<file path="config.mk">
export PLATFORM = sky130hd
export DESIGN_NAME = iomem_port_arbiter
export DESIGN_NICKNAME = d
export VERILOG_FILES = /design/src/rtl/iomem_arb_pkg.sv /design/src/rtl/iomem_rd_tag_pipe.sv /design/src/rtl/iomem_port_arbiter.sv
export SDC_FILE = /design/constraint.sdc
export NUM_CORES = 1
export LEC_CHECK = 0
export CAP_MARGIN = 30
export CORE_AREA = 2 2 118 120
export CTS_CLUSTER_SIZE = 8
export DETAILED_ROUTE_END_ITERATION = 10
export DIE_AREA = 0 0 120 122
export PLACE_DENSITY = 0.7
export SYNTH_ARGS = -nofsm -noshare
export SYNTH_HDL_FRONTEND = slang
export SYNTH_SLANG_ARGS = --single-unit
</file>
<file path="constraint.sdc">
create_clock -name clk -period 3.6 [get_ports clk]
set_input_delay 0.72 -clock clk [delete_from_list [all_inputs] [get_ports clk]]
set_output_delay 0.72 -clock clk [all_outputs]
set_load 0.01 [all_outputs]
</file>
<file path="src/rtl/iomem_arb_pkg.sv">
// Shared types for the I/O memory port arbiter: owner encoding and the read-return tag.
package iomem_arb_pkg;

  typedef enum logic [1:0] {
    OWN_NONE = 2'd0,
    OWN_CPU  = 2'd1,
    OWN_VEC  = 2'd2
  } owner_t;

  typedef struct packed {
    logic   valid;
    owner_t owner;
  } rd_tag_t;

  // The requester that is not o; OWN_NONE maps to OWN_CPU so CPU wins a cold tie.
  function automatic owner_t other_of(input owner_t o);
    return (o == OWN_CPU) ? OWN_VEC : OWN_CPU;
  endfunction

endpackage

</file>
<file path="src/rtl/iomem_rd_tag_pipe.sv">
// Fixed-depth shift pipe that carries read tags alongside the memory's read latency.
module iomem_rd_tag_pipe
  import iomem_arb_pkg::*;
#(
  parameter int DEPTH = 1
) (
  input  logic    clk,
  input  logic    rst_n,
  input  rd_tag_t tag_in,
  output rd_tag_t tag_out
);

  rd_tag_t stage_q [DEPTH];
  rd_tag_t stage_d [DEPTH];

  always_comb begin
    stage_d[0] = tag_in;
    for (int i = 1; i < DEPTH; i++) begin
      stage_d[i] = stage_q[i-1];
    end
  end

  always_ff @(posedge clk or negedge rst_n) begin
    if (!rst_n) begin
      for (int i = 0; i < DEPTH; i++) begin
        stage_q[i] <= '0;
      end
    end else begin
      for (int i = 0; i < DEPTH; i++) begin
        stage_q[i] <= stage_d[i];
      end
    end
  end

  assign tag_out = stage_q[DEPTH-1];

endmodule

</file>
<file path="src/rtl/iomem_port_arbiter.sv">
// Round-robin, burst-bounded arbiter sharing the I/O memory data port between the
// scalar CPU LSU and the vector LSU, with tagged return of synchronous read data.
module iomem_port_arbiter
  import iomem_arb_pkg::*;
#(
  parameter int ADDR_W       = 32,
  parameter int DATA_W       = 32,
  parameter int MAX_BURST    = 4,
  parameter int READ_LATENCY = 1
) (
  input  logic              clk,
  input  logic              rst_n,
  input  logic              cpu_req,
  input  logic              cpu_we,
  input  logic [ADDR_W-1:0] cpu_addr,
  input  logic [DATA_W-1:0] cpu_wdata,
  output logic              cpu_gnt,
  output logic              cpu_rvalid,
  output logic [DATA_W-1:0] cpu_rdata,
  input  logic              vec_req,
  input  logic              vec_we,
  input  logic [ADDR_W-1:0] vec_addr,
  input  logic [DATA_W-1:0] vec_wdata,
  output logic              vec_gnt,
  output logic              vec_rvalid,
  output logic [DATA_W-1:0] vec_rdata,
  output logic              mem_we,
  output logic [ADDR_W-1:0] mem_addr,
  output logic [DATA_W-1:0] mem_wdata,
  input  logic [DATA_W-1:0] mem_rdata,
  output logic [1:0]        dbg_owner
);

  localparam int BURST_W = $clog2(MAX_BURST + 1);

  // Handshake: a requester holds req/we/addr/wdata stable until it sees gnt high in a
  // cycle; that cycle the access issues. Read data returns later as a one-cycle rvalid.
  owner_t             owner_q, owner_d;
  owner_t             last_q, last_d;
  logic [BURST_W-1:0] burst_q, burst_d;
  logic [DATA_W-1:0]  cpu_rdata_q, vec_rdata_q;
  owner_t             grant;
  logic               burst_full;
  rd_tag_t            tag_in, tag_out;
  logic               cpu_hit, vec_hit;

  assign burst_full = (burst_q == BURST_W'(MAX_BURST));
  assign dbg_owner  = owner_q;

  always_comb begin
    grant = OWN_NONE;
    case (owner_q)
      OWN_CPU: begin
        if (cpu_req && (!vec_req || !burst_full)) grant = OWN_CPU;
        else if (vec_req)                         grant = OWN_VEC;
      end
      OWN_VEC: begin
        if (vec_req && (!cpu_req || !burst_full)) grant = OWN_VEC;
        else if (cpu_req)                         grant = OWN_CPU;
      end
      default: begin
        if (cpu_req && vec_req) grant = other_of(last_q);
        else if (cpu_req)       grant = OWN_CPU;
        else if (vec_req)       grant = OWN_VEC;
      end
    endcase
  end

  always_comb begin
    owner_d = grant;
    last_d  = (grant == OWN_NONE) ? last_q : grant;
    burst_d = '0;
    if (grant != OWN_NONE) begin
      if (grant != owner_q)  burst_d = BURST_W'(1);
      else if (!burst_full)  burst_d = burst_q + BURST_W'(1);
      else                   burst_d = burst_q;
    end
  end

  always_comb begin
    cpu_gnt   = (grant == OWN_CPU);
    vec_gnt   = (grant == OWN_VEC);
    mem_we    = 1'b0;
    mem_addr  = '0;
    mem_wdata = '0;
    if (cpu_gnt) begin
      mem_we    = cpu_we;
      mem_addr  = cpu_addr;
      mem_wdata = cpu_wdata;
    end else if (vec_gnt) begin
      mem_we    = vec_we;
      mem_addr  = vec_addr;
      mem_wdata = vec_wdata;
    end
  end

  always_comb begin
    tag_in.valid = (grant != OWN_NONE) && !mem_we;
    tag_in.owner = tag_in.valid ? grant : OWN_NONE;
  end

  iomem_rd_tag_pipe #(
    .DEPTH (READ_LATENCY)
  ) u_rd_tag_pipe (
    .clk     (clk),
    .rst_n   (rst_n),
    .tag_in  (tag_in),
    .tag_out (tag_out)
  );

  // Returned data passes straight through on the hit cycle, then is held for that requester.
  always_comb begin
    cpu_hit    = tag_out.valid && (tag_out.owner == OWN_CPU);
    vec_hit    = tag_out.valid && (tag_out.owner == OWN_VEC);
    cpu_rvalid = cpu_hit;
    vec_rvalid = vec_hit;
    cpu_rdata  = cpu_hit ? mem_rdata : cpu_rdata_q;
    vec_rdata  = vec_hit ? mem_rdata : vec_rdata_q;
  end

  always_ff @(posedge clk or negedge rst_n) begin
    if (!rst_n) begin
      owner_q     <= OWN_NONE;
      last_q      <= OWN_VEC;
      burst_q     <= '0;
      cpu_rdata_q <= '0;
      vec_rdata_q <= '0;
    end else begin
      owner_q     <= owner_d;
      last_q      <= last_d;
      burst_q     <= burst_d;
      cpu_rdata_q <= cpu_rdata;
      vec_rdata_q <= vec_rdata;
    end
  end

endmodule

</file>
==> metrics.md <==
| Metric | Value |
|---|---|
| Status | complete, no violations |
| Most frequent cells in the layout | clkdlybuf4s50_1, nand2_1, dfrtp_1 |
| Min-delay src | last_q[1]$_DFFE_PN1P_ |
| First-pass GRT wire length | 21.9 mm |
| Worst reg-to-reg path cell count | 9 |
| Die X | approximately 120 um |
| Clk sinks | 74 |
| CTS tree | yes |
| DR pass1 iterations | 4 |
| Critical Path RT | 2.88 ns |
| DR DRC count | 0 |
| Final WL | approximately 15 mm |
| Via count | around 4200 |
| Area of the multi-input gates | ~1600 sq um |
| Vias in the first global route | approximately 4200 |
| Design Power | about 6.6 mW |
| # Max-Cap Violations | 0 |
| Reg2Reg Capture Point | burst_q[0]$_DFFE_PN0P_ |
| Area growth from synthesis to layout | 100% |
| Total gr overflow | 0 |
| F_max | 0.289 GHz |
| Syn nets | roughly 580 |
| Final min period | about 3.5 ns |
| Flop2flop setup slack | between 1 and 1.5 ns |
| Post-synth ARST share | 100% |
| Crit Path Max Fanout | 14 |
| Fin crit share | 96.1% |
| Cell variety after synth | 32 |
| Critical Path, Cell by Cell | inv_1, ha_1, nand3_1, a311oi_2, buf_4, o21ai_4, buf_4, buf_4, clkbuf_16, a22o_1, dlygate4sd2_1 |
| Routability cong. | 0.799 |
| DRT iter0 DRCs | 153 |
| Worst Max-Slew Pin Slew | around 0.92 ns |
| IO Pins | around 300 |
| Inserted Diodes | 0 |
| Die area | approximately 15000 sq um |
| Reg-to-Reg Start | burst_q[0]$_DFFE_PN0P_ |
| Max incr delay on CP | between 0.3 and 0.4 ns |
| Port buffer count | 300 |
| Clk_skew | between 0.01 and 0.015 ns |
| Core footprint | 13500 sq um |
| Commonest non-fill, non-tap cell in the layout | clkdlybuf4s50_1 |
| Pins Over Slew Limit | 0 |
| CTS buffer count | 9 |
| Chip height | between 100 and 150 um |
| Mapped Cells | about 410 |
| Hold buffer count at cts | 0 |
| Prevailing post-synth register cell | dfrtp_1 |
| Clk buf depth | 2 |
| Register area | approximately 1900 sq um |
| Fin cells | approximately 910 |
| Antenna viol nets, final | 0 |
| P_leak | between 3 and 4 nW |
| Critical Path AT | ~2.7 ns |
| CP Launch Type | flip-flop |
| Critical path's top delay family | buffers and inverters |
| Final #Nets | 890 |
| VDD IR max | approximately 0.35 mV |
| Share of layout cells above drive strength 1 | roughly 6.6% |
| Starting Density | between 20% and 30% |
| Placed insts | around 900 |
| Post-synthesis cell area | 3640 sq um |
| Hold Vio Cnt, Final | 0 |
| Antenna violations before repair | 1 |
| Root Buffer | clkbuf_16 |
| Nature of the critical path endpoint | primary output |
| Most used cell along the critical path | buf_4 |
| Synth area leader | dfrtp_1 |
| Setup violators final | 0 |
| # H-tree levels | 3 |
| Crit path kind | flip-flop to primary output |
| Hold depth | 2 |
| Hold crit path type | flip-flop to flip-flop |
| Largest net degree at the start of global routing | between 70 and 80 |
| DP HPWL | between 10 and 15 mm |
| Share of the synthesized area in the top cell type | 50.2% |
| Hold EP | last_q[1]$_DFFE_PN1P_ |
| Rel. slew slack | slightly below 40% |
| Clock-pin slew on the worst setup and hold paths | approximately 0.060 ns |
| CP max-delay cell | dfrtp_1 |
| Row cnt | 43 |
| Unrepaired setup endpoints after global routing | true |
| Synthesis Warnings | 0 |
| Syn Area/Cell | just under 9 sq um |
| Fill count | 1220 |
| Number of flops mapped to enable cells by yosys | 0 |
| Clock Latency Late Sink | around 0.32 ns |
| Synth Register Bits | 74 |
| Tot GR Track Use | between 10% and 20% |
| WL per Instance | around 16 um |
| Area contributors post-synth | dfrtp_1, nand2_1, a22o_1, ha_1, buf_2 |
| CP Buf/Inv Count | 6 |
| Vias/cell | 4.64 |
| Sequential fraction of the synthesis area | between 50% and 60% |
| Pwr Density | 910 nW/um^2 |
-- layout make-up --
cell class / count / share of cell area (%)
Timing Repair Buffer: 324 / 44.3
Tap cell: 180 / 3.09
Clock inverter: 2 / 0.515
Inverter: 12 / 0.618
Clock buffer: 14 / 3.48
Sequential cell: 74 / 25.4
Multi-Input combinational cell: 299 / 22.6
-- cells by family (layout without fill, tap and decap cells) --
logic type | after synthesis | in the layout | synth area share [%]
adder cells (fa/ha/maj) | 4 | 4 | 1.38
AO/OA/AOI/OAI | 77 | 77 | 18.4
XOR/XNOR | 2 | 2 | 0.482
buffers and inverters | 38 | 352 | 4.64
flip-flops | 74 | 74 | 50.9
multiplexers | 2 | 2 | 0.550
AND/OR/NAND/NOR | 214 | 214 | 23.6
-- cells in the mapped netlist (2+ instances only) --
library cell and count:
nor4_1 2, nand3b_1 4, and3_1 2, o21ai_0 2, inv_1 12, nand2_1 196, buf_1 2, buf_4 4
xnor2_1 2, nor2_1 2, clkbuf_1 11, a21oi_1 2, a22o_1 65, nor3_1 3, mux2i_1 2, ha_1 4
dfrtp_1 73, buf_2 9
-- routing by layer --
layer,vias to the layer above,share of wire [%],global-route usage (%)
li1,2002,-,-
met1,2028,42,24.2
met3,11,6.6,5.57
met4,0,1.0,3.97
met2,161,50,32.2
met5,-,0,0
-- tightest hold or removal path, cell delays in order, from the launching register on --
cell and delay, ns:
dfstp_2 0.36, nand2_1 0.05, nand2_1 0.05
-- what timing repair did --
item / 4_1_cts / 5_1_grt
gates resized for setup: 69 / 4
setup endpoints to repair: 66 / 3
gates cloned: 1 / 1
endpoints found under the hold margin: 0 / 0
pin swaps: 1 / 2
buffers inserted: 3 / 4
-- registers in the layout, indices dropped and copies added, names as in the netlist --
name / cells
vec_rdata_q: 32
u_rd_tag_pipe.tag_out: 3
cpu_rdata_q: 32
last_q: 2
dbg_owner: 2
burst_q: 3
-- metrics by stage --
step                TNS [ns]  utilization (%)  setup WS (ns)  instance area, sq um  hold WS, ns
finish                     0             54.0          0.140                  7290        0.461
global route          -0.181             54.0        -0.0205                  7290        0.485
CTS                  -0.0895             53.5        -0.0895                  7220        0.468
detailed placement     -6.24             51.4         -0.177                  6940        0.457
global placement       -4.03             51.4         -0.127                  6940        0.450
floorplan                  0                -          0.798                  3640        0.424
-- power by group --
part	switching, mW	internal (mW)
clock	0.313	0.556
sequential	0.130	1.25
combinational	2.08	2.31
-- worst max path at each step --
stage,from,end,slack [ns],cells after the start
after floorplan,dbg_owner[0]$_DFF_PN0_,mem_addr[0],0.80,9
after global placement,cpu_req,mem_addr[12],-0.13,8
after detailed placement,vec_req,mem_addr[18],-0.18,8
after CTS,cpu_req,mem_addr[12],-0.09,8
after global routing,dbg_owner[0]$_DFF_PN0_,mem_wdata[19],-0.02,11
final,burst_q[0]$_DFFE_PN0P_,mem_wdata[21],0.14,11
(Power assumes the default switching activity.)
